**config.mk**
```make
export PLATFORM = sky130hd
export DESIGN_NAME = shift_add_mul_flat
export DESIGN_NICKNAME = d
export VERILOG_FILES = /design/src/rtl/mul_pkg.sv /design/src/rtl/shift_add_mul_if.sv /design/src/rtl/mul_booth_core.sv /design/src/rtl/shift_add_mul.sv /design/src/flat_wrapper.sv
export SDC_FILE = /design/constraint.sdc
export NUM_CORES = 1
export LEC_CHECK = 0
export CORE_MARGIN = 3
export CORE_UTILIZATION = 56
export DETAILED_ROUTE_END_ITERATION = 10
export GPL_TIMING_DRIVEN = 0
export MAX_ROUTING_LAYER = met4
export PLACE_DENSITY = 0.87
export SLEW_MARGIN = 15
export SYNTH_ARGS = -nofsm -noshare
export SYNTH_HDL_FRONTEND = slang
export SYNTH_SLANG_ARGS = --single-unit
```
**constraint.sdc**
```tcl
create_clock -name clk -period 3 [get_ports clk]
set_clock_uncertainty 0.05 [all_clocks]
set_input_delay 0.45 -clock clk [delete_from_list [all_inputs] [get_ports clk]]
set_output_delay 0.45 -clock clk [all_outputs]
set_load 0.05 [all_outputs]
```
**src/rtl/mul_pkg.sv**
```systemverilog
// Shared definitions for the shift_add_mul multiplier.
// MUL_RADIX4_EN: when defined, both product paths retire two multiplier
// bits per cycle; otherwise one bit per cycle. Results are identical.
package mul_pkg;

  // Default operand width; products are 2*MUL_W bits.
  localparam int MUL_W = 8;

  // Multiplier bits consumed per RUN cycle.
`ifdef MUL_RADIX4_EN
  localparam int MUL_STEP = 2;
`else
  localparam int MUL_STEP = 1;
`endif

  typedef enum logic [1:0] {
    LOAD = 2'd0,
    RUN  = 2'd1,
    DONE = 2'd2
  } mul_state_e;

  // Width of a counter that must count 0..n-1 (never narrower than 1 bit).
  function automatic int count_width(input int n);
    return (n > 1) ? $clog2(n) : 1;
  endfunction

  // Iteration counter width for the default operand width.
  localparam int MUL_CNT_W = count_width(MUL_W / MUL_STEP);

  // Booth recoding of the bit triple {b[i+1], b[i], b[i-1]} into a digit
  // in -2..+2. Radix-2 recoding is the same table fed {b[i], b[i], b[i-1]},
  // which collapses to b[i-1] - b[i].
  function automatic logic signed [2:0] booth_digit(input logic [2:0] bits);
    logic signed [2:0] d;
    case (bits)
      3'b001, 3'b010: d = 3'sd1;
      3'b011:         d = 3'sd2;
      3'b100:         d = -3'sd2;
      3'b101, 3'b110: d = -3'sd1;
      default:        d = 3'sd0;
    endcase
    return d;
  endfunction

endpackage

```
**src/rtl/shift_add_mul_if.sv**
```systemverilog
// Operand/result bundle of the shift_add_mul multiplier.
// All vectors use [0:N-1] ordering: index 0 is the MSB, numeric value is
// conventional.
interface shift_add_mul_if
  import mul_pkg::*;
#(
  parameter int W = MUL_W
);

  logic [0:W-1]   A;
  logic [0:W-1]   B;
  logic [0:2*W-1] Z;
  logic [0:2*W-1] Y;
  logic           done;

  // Controller side: drives operands, observes results.
  modport master (output A, B, input Z, Y, done);

  // Multiplier side.
  modport slave (input A, B, output Z, Y, done);

endinterface

```
**src/rtl/mul_booth_core.sv**
```systemverilog
// Signed (two's complement) Booth multiplier datapath.
// MUL_RADIX4_EN (via mul_pkg::MUL_STEP) selects radix-4 recoding and a
// 2-bit arithmetic shift per step; otherwise radix-2 with a 1-bit shift.
// o_prod_next is the product that the current step will produce, so the
// parent can register the final result on the same edge as the last step.
module mul_booth_core
  import mul_pkg::*;
#(
  parameter int W = MUL_W
)(
  input  logic           clk,
  input  logic           rst,
  input  logic           i_load,
  input  logic           i_step,
  input  logic [W-1:0]   i_a,
  input  logic [W-1:0]   i_b,
  output logic [2*W-1:0] o_prod_next
);

  // Upper accumulator carries two guard bits so that +/-2*M with the most
  // negative M never overflows before the arithmetic shift.
  localparam int HI_W   = W + 2;
  localparam int FULL_W = HI_W + W + 1;

  logic signed [W-1:0]    r_m;
  logic signed [HI_W-1:0] r_hi;
  logic [W-1:0]           r_lo;
  logic                   r_qm1;

  logic signed [2:0]        w_digit;
  logic signed [HI_W-1:0]   w_m_ext;
  logic signed [HI_W-1:0]   w_pp;
  logic signed [HI_W-1:0]   w_hi_sum;
  logic [FULL_W-1:0]        w_full;
  logic signed [FULL_W-1:0] w_shift;
  logic signed [HI_W-1:0]   w_hi_next;
  logic [W-1:0]             w_lo_next;
  logic                     w_qm1_next;

  // Recode the low multiplier bits, add the partial product, then shift.
  // NOTE: every signal assigned here gets a value on every path (defaults
  // first), otherwise synthesis would infer latches.
  always_comb begin
    w_pp    = '0;
    w_digit = booth_digit({r_lo[MUL_STEP-1], r_lo[0], r_qm1});
    w_m_ext = {{(HI_W-W){r_m[W-1]}}, r_m};
    case (w_digit)
      3'sd1:   w_pp = w_m_ext;
      -3'sd1:  w_pp = -w_m_ext;
      3'sd2:   w_pp = w_m_ext <<< 1;
      -3'sd2:  w_pp = -(w_m_ext <<< 1);
      default: w_pp = '0;
    endcase
    w_hi_sum   = r_hi + w_pp;
    w_full     = {w_hi_sum, r_lo, r_qm1};
    w_shift    = $signed(w_full) >>> MUL_STEP;
    w_hi_next  = w_shift[FULL_W-1 -: HI_W];
    w_lo_next  = w_shift[W:1];
    w_qm1_next = w_shift[0];
  end

  assign o_prod_next = {w_hi_next[W-1:0], w_lo_next};

  // Accumulator: cleared on reset, seeded on load, advanced on each step.
  // NOTE: sequential state uses non-blocking assignments so every register
  // samples pre-edge values regardless of statement order.
  always_ff @(posedge clk) begin
    if (rst) begin
      r_m   <= '0;
      r_hi  <= '0;
      r_lo  <= '0;
      r_qm1 <= 1'b0;
    end else if (i_load) begin
      r_m   <= i_a;
      r_hi  <= '0;
      r_lo  <= i_b;
      r_qm1 <= 1'b0;
    end else if (i_step) begin
      r_hi  <= w_hi_next;
      r_lo  <= w_lo_next;
      r_qm1 <= w_qm1_next;
    end
  end

endmodule

```
**src/rtl/shift_add_mul.sv**
```systemverilog
// Sequential WxW multiplier producing the unsigned (Z) and signed (Y)
// products of one operand pair. Each operation starts when rst is released:
// operands are captured on the first edge with rst=0, RUN retires
// MUL_STEP multiplier bits per cycle, and the completion edge loads Z/Y and
// raises done, which hold until the next reset.
// MUL_RADIX4_EN: two bits per cycle (W must be even); default one bit.
module shift_add_mul
  import mul_pkg::*;
#(
  parameter int W = MUL_W
)(
  input  logic           clk,
  input  logic           rst,
  shift_add_mul_if.slave bus
);

  localparam int RUN_CYC = W / MUL_STEP;
  localparam int CNT_W   = count_width(RUN_CYC);
  localparam int ACC_W   = 2 * W + 1;
  localparam int SUM_W   = 2 * W + 3;

  mul_state_e r_state;
  mul_state_e w_next_state;

  logic [CNT_W-1:0] r_cnt;
  logic             w_load;
  logic             w_step;
  logic             w_last;

  logic [W-1:0]     w_a;
  logic [W-1:0]     w_b;

  logic [W-1:0]     r_mcand_u;
  logic [W-1:0]     r_mplier_u;
  logic [ACC_W-1:0] r_acc_u;

  logic [W+1:0]     w_pp_u;
  logic [SUM_W-1:0] w_sum_u;
  logic [ACC_W-1:0] w_acc_u_next;

  logic [2*W-1:0]   w_prod_s_next;

  logic [2*W-1:0]   r_z;
  logic [2*W-1:0]   r_y;
  logic             r_done;

  // Bus vectors are [0:N-1]; plain assignment keeps the numeric value.
  assign w_a      = bus.A;
  assign w_b      = bus.B;
  assign bus.Z    = r_z;
  assign bus.Y    = r_y;
  assign bus.done = r_done;

  // FSM state register.
  always_ff @(posedge clk) begin
    if (rst) r_state <= LOAD;
    else     r_state <= w_next_state;
  end

  // FSM next-state and datapath strobes.
  always_comb begin
    w_next_state = r_state;
    w_load       = 1'b0;
    w_step       = 1'b0;
    w_last       = 1'b0;
    case (r_state)
      LOAD: begin
        w_load       = 1'b1;
        w_next_state = RUN;
      end
      RUN: begin
        w_step = 1'b1;
        w_last = (r_cnt == CNT_W'(RUN_CYC - 1));
        if (w_last) w_next_state = DONE;
      end
      DONE:    w_next_state = DONE;
      default: w_next_state = LOAD;
    endcase
  end

  // Iteration counter: 0..RUN_CYC-1 while in RUN.
  always_ff @(posedge clk) begin
    if (rst)         r_cnt <= '0;
    else if (w_step) r_cnt <= w_last ? '0 : r_cnt + 1'b1;
  end

  // Unsigned shift-add step: add digit*mcand into the upper half, then
  // shift right by MUL_STEP. The sum is kept wide enough for 3*mcand.
  always_comb begin
    w_pp_u       = (W+2)'(r_mcand_u) * (W+2)'(r_mplier_u[MUL_STEP-1:0]);
    w_sum_u      = SUM_W'(r_acc_u) + (SUM_W'(w_pp_u) << W);
    w_acc_u_next = ACC_W'(w_sum_u >> MUL_STEP);
  end

  // Unsigned path registers.
  // NOTE: every internal register is reset because rst also aborts an
  // operation in flight and must leave no stale partial sum behind.
  always_ff @(posedge clk) begin
    if (rst) begin
      r_mcand_u  <= '0;
      r_mplier_u <= '0;
      r_acc_u    <= '0;
    end else if (w_load) begin
      r_mcand_u  <= w_a;
      r_mplier_u <= w_b;
      r_acc_u    <= '0;
    end else if (w_step) begin
      r_acc_u    <= w_acc_u_next;
      r_mplier_u <= r_mplier_u >> MUL_STEP;
    end
  end

  mul_booth_core #(
    .W (W)
  ) u_booth (
    .clk         (clk),
    .rst         (rst),
    .i_load      (w_load),
    .i_step      (w_step),
    .i_a         (w_a),
    .i_b         (w_b),
    .o_prod_next (w_prod_s_next)
  );

  // Result registers: written only on the completion edge, then held.
  always_ff @(posedge clk) begin
    if (rst) begin
      r_z    <= '0;
      r_y    <= '0;
      r_done <= 1'b0;
    end else if (w_last) begin
      r_z    <= w_acc_u_next[2*W-1:0];
      r_y    <= w_prod_s_next;
      r_done <= 1'b1;
    end
  end

endmodule

```
**src/flat_wrapper.sv**
```systemverilog
// flat-port wrapper written by rule: the top's interface ports become plain ports
module shift_add_mul_flat import mul_pkg::*;
#(
  parameter int W = MUL_W
)
  (clk, rst, bus_A, bus_B, bus_Z, bus_Y, bus_done);
  shift_add_mul_if #(.W(W)) bus_i ();
  input  logic clk;
  input  logic rst;
  input wire logic [$bits(bus_i.A)-1:0] bus_A;
  input wire logic [$bits(bus_i.B)-1:0] bus_B;
  output wire logic [$bits(bus_i.Z)-1:0] bus_Z;
  output wire logic [$bits(bus_i.Y)-1:0] bus_Y;
  output wire logic [$bits(bus_i.done)-1:0] bus_done;
  assign bus_i.A = bus_A;
  assign bus_i.B = bus_B;
  assign bus_Z = bus_i.Z;
  assign bus_Y = bus_i.Y;
  assign bus_done = bus_i.done;
  shift_add_mul #(.W(W)) u_core (.clk(clk), .rst(rst), .bus(bus_i));
endmodule
```
==> reports/metrics.yaml <==
status: "completed"
cp_slowest_cell: "or4_4"
dieArea_um2: 8841
io_buffers: 49
relSlewSlack: 0.5869
place_ws_ns: -0.0001268
period_share: 0.9840
power_density_nw_per_um2: 698.1
synth.cell_area_um2: 4339
cp_num_buf_inv: 0
cts_max_level: 3
cts_max_path_buffers: 2
rows: 31
critical_path_class: "flop to flop"
reg2reg_depth: 9
fin_util: 0.7085
slew_violations: 0
crit_path_start: "u_core.r_mcand_u[3]"
cts_made_buffers: 9
die_h_um: 94.03
synth_nets: 552
cellLeakagePower_nw: 2.012
gr-usage-met2: 0.4211
final-setup-viol-count: 0
area_growth_pct: 20.33
gp_congestion: 0.9289
fmax_mhz: 338.8
drc_errors: 0
clk_latency_ns: 0.36
n_fill_cell: 597
final_area_um2: 5221
finalCriticalPeriod_ns: 2.952
start_kind: "flop"
grt_overflow: 0
yosysSeqAreaShare: 0.4060
use_met3: 0.03926
firstDrtPassIters: 5
netlist_instances: 507
ios: 51
drt-total-wl_mm: 10.54
yosys.area.top_type: "dfxtp_1"
synth_flop_cell: "dfxtp_1"
wl_per_cell_um: 15.71
vias: 3845
peakVddDrop_uv: 483.9
cap_violations: 0
start_util: 0.5888
cts.sinks: 88
synthArstFlopShare: 0
synth.distinct_cells: 50
drt_iter0_drc: 269
grt.busiest_layer: "met2"
clkSlewWorstSetupHoldPaths_ns: 0.09
critPathArrivalTime_ns: 3.13
cts_root_buf: "clkbuf_8"
cpPeakStageDelay_ns: 0.56
core_um2: 7370
min_path_type: "flop to flop"
synth_edf_count: 0
hold_viol_final: 0
die_w_um: 94.03
worstHoldStart: "u_core.bus.Y[1]"
grt_usage: 0.2513
path_max_fanout: 6
viasPerCell: 5.730
critPathTopFamily: "compound AO/OA/AOI/OAI gates"
yosysWarnings: 0
synth.area.top_cells: "dfxtp_1 (41%), ha_1 (7.2%), mux2i_1 (6.9%)"
tritoncts: "built"
path_depth: 9
critPathRequiredTime_ns: 3.18
ant_nets: 0
endpoint_kind: "flop"
place_hpwl_mm: 7.633
finalPower_mw: 3.645
crit_chain: "or4_4 > nor3_1 > o21ai_0 > a21oi_1 > ha_1 > a2111o_1 > o21ai_1 > xor2_1 > a211oi_1"
holdWs_ns: 0.4086
drive_gt1_frac: 0.09965
syn_area_per_cell_um2: 8.559
gr-usage-met1: 0.2972
antenna_found_initial: 0
setup_slack_ns: 0.04806
grt_pass1_vias: 3698
grt_max_degree: 17
grt_pass1_wl_mm: 17.06
final_nets: 612
reg2reg_from: "u_core.r_mcand_u[3]"
antennaDiodeCount: 0
synth_seq_cells: 88
synth_top_area_frac: 0.4060
holdPathStages: 2
placed_area_um2: 4954
worst_slew_pin_slew_ns: 0.6196
layer usage:
metal | vias up | routed length [um]
li1 | 1864 | -
met2 | 140 | 5124
met5 | - | 0
met1 | 1809 | 4507
met4 | 0 | 307
met3 | 32 | 603
cell usage in the layout (no fill, tap or decap), types with 4 or more instances in the layout:
cell,instances
a22oi_1,5
nor2_1,66
clkbuf_1,20
a211oi_1,7
mux2i_1,30
dfxtp_1,83
clkbuf_8,10
inv_1,25
mux2_2,13
dfxtp_2,5
nor2b_1,4
and2_1,8
a21oi_1,50
nand3b_1,4
o21a_1,15
nand2_1,63
clkdlybuf4s50_1,49
nor3_1,6
o21ai_0,8
xnor2_1,9
ha_1,23
through the flow:
step | setup TNS [ns] | std cells
global route | -0.03391 | 671
CTS | 0 | 669
finish | 0 | 671
detailed placement | -0.0001268 | 655
floorplan | 0 | 507
global placement | 0 | 655
synth_stat cells, drive strengths merged, types with 3 or more instances:
cell type and count:
mux2 13, nand3b 4, ha 25, nand3 3, or2 3, o21a 15, mux2i 30, a31oi 3
clkbuf 22, o22ai 3, a22oi 5, xnor2 9, nor3 7, a211oi 7, nand2 64, nor2 66
and2 9, inv 25, or3 3, dfxtp 88, o21ai 13, buf 7, a21oi 51, a21o 3
nor2b 4
where the power goes:
group	switching (mW)	internal (mW)	leakage [nW]	total [mW]
Sequential	0.161	1.34	0.717	1.50
Clock	0.453	0.421	0.105	0.873
Combinational	0.725	0.549	1.19	1.27
worst reg2reg max path: stages, from the launching register on:
cell and delay (ns):
dfxtp_2 0.37, or4_4 0.56, nor3_1 0.14, o21ai_0 0.11, a21oi_1 0.24, ha_1 0.33
a2111o_1 0.46, o21ai_1 0.17, xor2_1 0.29, a211oi_1 0.11
cells by family (layout without fill, tap and decap cells):
family | count (synthesis) | count (layout) | share of synthesized area
and+or+nand+nor | 169 | 169 | 0.1713
muxes | 43 | 43 | 0.1029
adders and majority gates | 27 | 27 | 0.08132
DFF | 88 | 88 | 0.4060
buffers and inverters | 54 | 119 | 0.04844
AOI/OAI and AO/OA | 115 | 115 | 0.1678
xor gates and xnor gates | 11 | 11 | 0.02220
cell type report:
type | count | area [um2] | area share
multi-input cells | 365 | 2406 | 0.4608
flip-flops and latches | 88 | 1768 | 0.3386
repair buffers | 51 | 505.5 | 0.09681
clock buffers | 10 | 137.6 | 0.02636
well taps | 99 | 123.9 | 0.02372
plain buffers | 27 | 111.4 | 0.02133
inverters | 25 | 93.84 | 0.01797
clock inverters | 6 | 75.07 | 0.01438
sequential cells by signal (all words and copies together) (netlist names):
register and count:
u_core.bus.done 1, u_core.r_mplier_u 8, u_core.r_acc_u 16, u_core.r_cnt 3
u_core.bus.Y 16, u_core.bus.Z 16, u_core.u_booth.r_lo 8, u_core.r_state 2
u_core.u_booth.r_qm1 1, u_core.u_booth.r_hi 9, u_core.r_mcand_u 8
repair_timing:
action,in CTS,in global routing
resized for setup,1,18
pin swaps,0,3
buffers inserted,0,2
endpoints found under the setup margin,3,7
hold buffers,0,0
path summary, 6_finish.rpt:
kind / to / slack [ns]
max reg2reg: u_core.bus.Y[0] / 0.05
max: u_core.bus.Y[0] / 0.05
min reg2reg: u_core.bus.Y[1] / 0.41
min: u_core.bus.Y[1] / 0.41
Power figures use the tool's default switching activity.
